===== src/rtl/piso_pkg.sv =====
// Shared types and sizing helpers for the parallel-in serial-out transmitter.
// PISO_PARITY_EN adds one even-parity bit to the end of every frame.
package piso_pkg;

   typedef enum logic {
      IDLE  = 1'b0,
      SHIFT = 1'b1
   } state_t;

`ifdef PISO_PARITY_EN
   localparam bit PARITY_EN = 1'b1;
`else
   localparam bit PARITY_EN = 1'b0;
`endif

   function automatic int nbits(input int width, input bit parity_en);
      return width + (parity_en ? 1 : 0);
   endfunction

   function automatic int count_width(input int n);
      return $clog2(n + 1);
   endfunction

   // Count width for the default 4-bit word; instances size their own count from WIDTH.
   localparam int DEFAULT_COUNT_W = count_width(nbits(4, PARITY_EN));

endpackage


===== src/rtl/piso_serializer.sv =====
// Parallel-in serial-out transmitter with load/ready handshake, frame and done strobes.
// Define PISO_PARITY_EN to append an even-parity bit after the data bits.
//
// state | meaning
// IDLE  | no frame in flight, ready to capture a word
// SHIFT | one frame bit per cycle on serial_out; last bit cycle also accepts a new word
module piso_serializer
   import piso_pkg::*;
#(
   parameter int WIDTH     = 4,
   parameter int MSB_FIRST = 1
) (
   input  logic             clk,
   input  logic             reset,
   input  logic             load,
   input  logic [WIDTH-1:0] parallel_in,
   output logic             ready,
   output logic             serial_out,
   output logic             frame,
   output logic             done
);

   localparam int NBITS = nbits(WIDTH, PARITY_EN);
   localparam int CNT_W = count_width(NBITS);
   localparam logic [CNT_W-1:0] LAST = CNT_W'(NBITS - 1);

   state_t           state, state_n;
   logic [WIDTH-1:0] sh_q, sh_n, sh_adv;
   logic [CNT_W-1:0] cnt_q, cnt_n;
   logic             last, accept, data_bit, bit_sel;

   assign last   = (state == SHIFT) && (cnt_q == LAST);
   assign frame  = (state == SHIFT);
   assign done   = last;
   assign ready  = (state == IDLE) || last;
   assign accept = load && ready;

   assign data_bit = (MSB_FIRST != 0) ? sh_q[WIDTH-1] : sh_q[0];
   assign sh_adv   = (MSB_FIRST != 0) ? {sh_q[WIDTH-2:0], 1'b0} : {1'b0, sh_q[WIDTH-1:1]};

`ifdef PISO_PARITY_EN
   logic par_q, par_n;

   // The parity bit occupies the cycle right after the last data bit.
   assign bit_sel = (cnt_q == CNT_W'(WIDTH)) ? par_q : data_bit;

   always_ff @(posedge clk or posedge reset) begin
      if (reset) par_q <= 1'b0;
      else       par_q <= par_n;
   end

   always_comb begin
      par_n = par_q;
      if (accept) par_n = ^parallel_in;
   end
`else
   assign bit_sel = data_bit;
`endif

   assign serial_out = frame & bit_sel;

   always_ff @(posedge clk or posedge reset) begin
      if (reset) begin
         state <= IDLE;
         sh_q  <= '0;
         cnt_q <= '0;
      end else begin
         state <= state_n;
         sh_q  <= sh_n;
         cnt_q <= cnt_n;
      end
   end

   always_comb begin
      state_n = state;
      sh_n    = sh_q;
      cnt_n   = cnt_q;
      if (accept) begin
         state_n = SHIFT;
         sh_n    = parallel_in;
         cnt_n   = '0;
      end else if (state == SHIFT) begin
         if (last) begin
            state_n = IDLE;
            cnt_n   = '0;
         end else begin
            sh_n  = sh_adv;
            cnt_n = cnt_q + 1'b1;
         end
      end
   end

endmodule

===== config.mk =====
export PLATFORM = sky130hd
export DESIGN_NAME = piso_serializer
export DESIGN_NICKNAME = d
export VERILOG_FILES = /design/src/rtl/piso_pkg.sv /design/src/rtl/piso_serializer.sv
export SDC_FILE = /design/constraint.sdc
export NUM_CORES = 1
export LEC_CHECK = 0
export ABC_AREA = 1
export CELL_PAD_IN_SITES_DETAIL_PLACEMENT = 1
export CELL_PAD_IN_SITES_GLOBAL_PLACEMENT = 2
export CORE_MARGIN = 5
export CORE_UTILIZATION = 26
export CTS_CLUSTER_SIZE = 14
export DETAILED_ROUTE_END_ITERATION = 10
export PLACE_DENSITY_LB_ADDON = 0.08
export SYNTH_ARGS = -nofsm -noshare
export SYNTH_HDL_FRONTEND = slang
export SYNTH_SLANG_ARGS = --single-unit

===== constraint.sdc =====
create_clock -name clk -period 2.12 [get_ports clk]
set_input_delay 0.636 -clock clk [delete_from_list [all_inputs] [get_ports clk]]
set_output_delay 0.636 -clock clk [all_outputs]
set_load 0.005 [all_outputs]

Word level (Yosys, flattened, before mapping). Index checks and enable logic that the tools add are counted.

Flip-flop bits (word level): 8. Logic and storage cells: 22.

Add/subtract/negate cells: 1. Equal/unequal tests: 2. Multiplexer cells: 9. Bitwise operators: 2. Reduce and logical (&&, ||, !) cells: 5.

Operator list (count): $mux 4 (3); $mux 3 (3); $add 3x1->3 const B (1); $eq 3x2->1 const B (1); $mux 1 (3); $logic_and 1x1->1 (2); $ne 2x1->1 const B (1); $reduce_and 2->1 (1); $reduce_bool 2->1 (1); $and 1x1->1 (1); $logic_or 1x1->1 (1); $not 1->1 (1).

Depth between registers and ports, before layout.
Depth after elaboration: 6. Depth in mapped cells: 6. Depth with buffers taken out: 5.

Least setup slack after synthesis. OpenSTA, ideal clock, no wires.

Kind: register to output. Start point: reg cnt_q[0]. End point: out ready. Arrival: 876 ps. Path slack: 608 ps. Stages on the path, launching flop included: 5. Path buffers: 1. Cell sequence: dfrtp_1 -> ha_1 -> nand2_2 -> nand2_2 -> buf_6.

Cells in the longest elaborated chain, start to end: 3.

RTL lines: start, declared (RTL line piso_serializer.sv:29) `logic [CNT_W-1:0] cnt_q, cnt_n;`; start signal, assigned (RTL line piso_serializer.sv:70) `cnt_q <= cnt_n;`; $eq 3x2->1 (RTL line piso_serializer.sv:32) `assign last = (state == SHIFT) && (cnt_q == LAST);`; $logic_and 1x1->1 (RTL line piso_serializer.sv:32); $logic_or 1x1->1 (RTL line piso_serializer.sv:35) `assign ready = (state == IDLE) || last;`; end, declared (RTL line piso_serializer.sv:17) `output logic ready,`.

Every way passes these cells.

Final worst setup path.
Start point: reg state (netlist: frame). End point: out serial_out.

Cells in the longest elaborated chain, start to end: 1.

RTL lines: start, declared (RTL line piso_serializer.sv:27) `state_t state, state_n;`; start signal, assigned (RTL line piso_serializer.sv:68) `state <= state_n;`; $and 1x1->1 (RTL line piso_serializer.sv:60) `assign serial_out = frame & bit_sel;`; end, declared (RTL line piso_serializer.sv:18) `output logic serial_out,`.

Every way passes these cells.

==> key figures <==
Status
  – Outcome: finished, final reports clean

Setup path
  – CP arrival: 1.27 ns
  – Critical Path Source: frame
  – Reg2reg start: cnt_q[0]
  – CP max FO: 5
  – CP Class: flip-flop to output port
  – Crit path capture type: output port
  – Critical path required time: 1.48 ns
  – Setup crit start kind: flip-flop

GRT
  – GR Overflow Total: 0
  – Pin count of the biggest net entering global routing: 11
  – First-pass GRT wire length: 1560 um
  – Antenna violations before repair: 0
  – Tot GR Track Use: 9.89%
  – Vias in the first global route: 360

Placed design
  – IO buf count: 10
  – GPL Wtd Cong: around 0.65
  – Hpwl dp: 680 um

Timing
  – Final Cycle Share: 90.1%
  – Final Hold Viols: 0
  – RSZ-0062 raised after global routing: false
  – Worst Tran Pin Value: 0.311 ns
  – Final setup violation count: 0
  – Final min period: 1.91 ns
  – Peak Freq: roughly 520 MHz
  – Rel. slew slack: between 70% and 80%
  – Setup Skew: roughly 0.00045 ns
  – Sum Neg Setup Slack: 0 ns
  – WHS: 0.484 ns
  – Count of pins over their slew limit: 0

Die
  – Num rows: 13
  – Die area: 2330 um2
  – Die X: approximately 48 um
  – Core area: 1350 um2
  – Ports: 11
  – Die Ht: 48.3 um
  – Initial Utilization: between 20 and 30%

Yosys
  – Mapped Cells: 44
  – Netlist cell types: 12
  – #FFs+latches synth: 8
  – Synth Cell Area: ~380 um2
  – Sequential area share after synthesis: 52.6%
  – Post-Syn Nets: 52
  – Synth warnings: 0
  – Syn avg cell area: 8.64 um2

Clock network
  – # clock sinks: 8
  – Hold buffer count at cts: 0
  – CTS H-tree lvls: 1
  – Clock latency on the worst-skew pair: roughly 0.24 ns
  – CTS max path bufs: 2
  – Root Driver: clkbuf_4
  – Worst-path clk slew: 0.05 ns
  – Number of buffers created by CTS: 3
  – CTS tree: done

Routing
  – Routed Antenna Nets: 0
  – Starting DRC count in detailed routing: 8
  – Mean routed wirelength per cell: 12.3 um
  – Via count: 349
  – WL final: 908 um
  – Vias per Instance: 4.72
  – Residual DRC: 0
  – DR pass1 iterations: 4

Final layout
  – # fillers: between 150 and 200
  – Area delta synth->final: 44.7%
  – Fraction of layout cells with a size suffix above 1: between 10% and 20%
  – Layout Nets: 69
  – Diode count: 0

Power and ir drop
  – Power Dens Cells: 1220 nW/um2
  – Lkg Pwr: 0.295 nW
  – Max rail drop VDD: 0.428 mV

Min path
  – Hold WC Path Type: flip-flop to flip-flop
  – Hold_sp: cnt_q[2]

Job
  – Max-Cap Viols: 0
## synth_stat cells
cell type,instances,area [um2]
ha_1,1,12.5
nand3_1,11,55.1
a21oi_2,1,8.76
nand2_2,2,12.5
inv_2,1,3.75
buf_6,1,11.3
dfrtp_1,8,200
o21a_1,1,7.51
o21ai_1,1,5.00
nor2_1,3,11.3
inv_1,4,15.0
nand2_1,10,37.5
## worst paths after layout
check	endpoint	slack, ns	depth (start not counted)
max in group asynchronous	sh_q[3]	1.25	2
setup reg to reg	sh_q[3]	0.91	5
min in group asynchronous	cnt_q[1]	0.64	2
hold reg to reg	cnt_q[2]	0.48	1
setup / recovery	serial_out	0.21	3
hold / removal	cnt_q[2]	0.48	1
## per-stage QoR
stage	instance area, um2	setup slack [ns]	utilization (%)	power, W	cells
after floorplan	380	0.608	-	0.000414	44
after global placement	495	0.259	36.7	0.000512	69
after detailed placement	495	0.226	36.7	0.000530	69
after CTS	531	0.00304	39.3	0.000666	72
after global routing	551	0.128	40.8	0.000738	74
final	551	0.211	40.8	0.000674	74
## repair_timing
action	4_1_cts	5_1_grt
pin swaps	1	1
hold endpoints to repair	0	0
resized for setup	2	2
endpoints found under the setup margin	2	2
setup buffers	0	2
## critical path, stage by stage (launching register included)
cell and delay [ns]:
dfrtp_1 0.43, nand2_1 0.07, inv_1 0.05, clkdlybuf4s50_1 0.48
## routing by layer
layer	GRT usage (%)	vias up	share of wire, %
li1	-	172	-
met1	11.7	168	47
met2	15.9	9	47
met3	3.32	0	6.5
met4	4.84	0	0
met5	0	-	0
## power breakdown
group / internal, W / switching (W)
Sequential: 0.000205 / 0.0000464
Combinational: 0.000164 / 0.000148
Clock: 0.0000644 / 0.0000462
Total: 0.000433 / 0.000241
## layout make-up
type,count,area [um2],share of cell area (%)
multi-input combinational,30,163,29.5
clock buffer,3,22.5,4.09
timing repair buffer,13,128,23.2
tap,15,18.8,3.41
sequential,8,200,36.4
inverter,5,18.8,3.41
## flip-flops by register name, indices dropped and copies added (netlist names)
name / cells
sh_q: 4
cnt_q: 3
frame: 1
## cell usage in the layout, fill, tap and decap left out
cell type        instances
a21oi_2                  1
buf_4                    3
clkbuf_4                 3
clkdlybuf4s50_1          8
dfrtp_1                  8
dlymetal6s2s_1           2
ha_4                     1
inv_1                    4
inv_2                    1
nand2_1                 10
nand2_2                  2
nand3_1                 11
nor2_1                   3
o21a_1                   1
o21ai_1                  1
## cells by family (layout without fill, tap and decap cells)
logic type,count (synthesis),count (layout),share of synthesized area (%)
and+or+nand+nor,26,26,30.6
DFF,8,8,52.6
adders and majority gates,1,1,3.29
buffers and inverters,6,21,7.89
AOI/OAI and AO/OA,3,3,5.59
No activity file was read; power rests on OpenSTA's default activity.
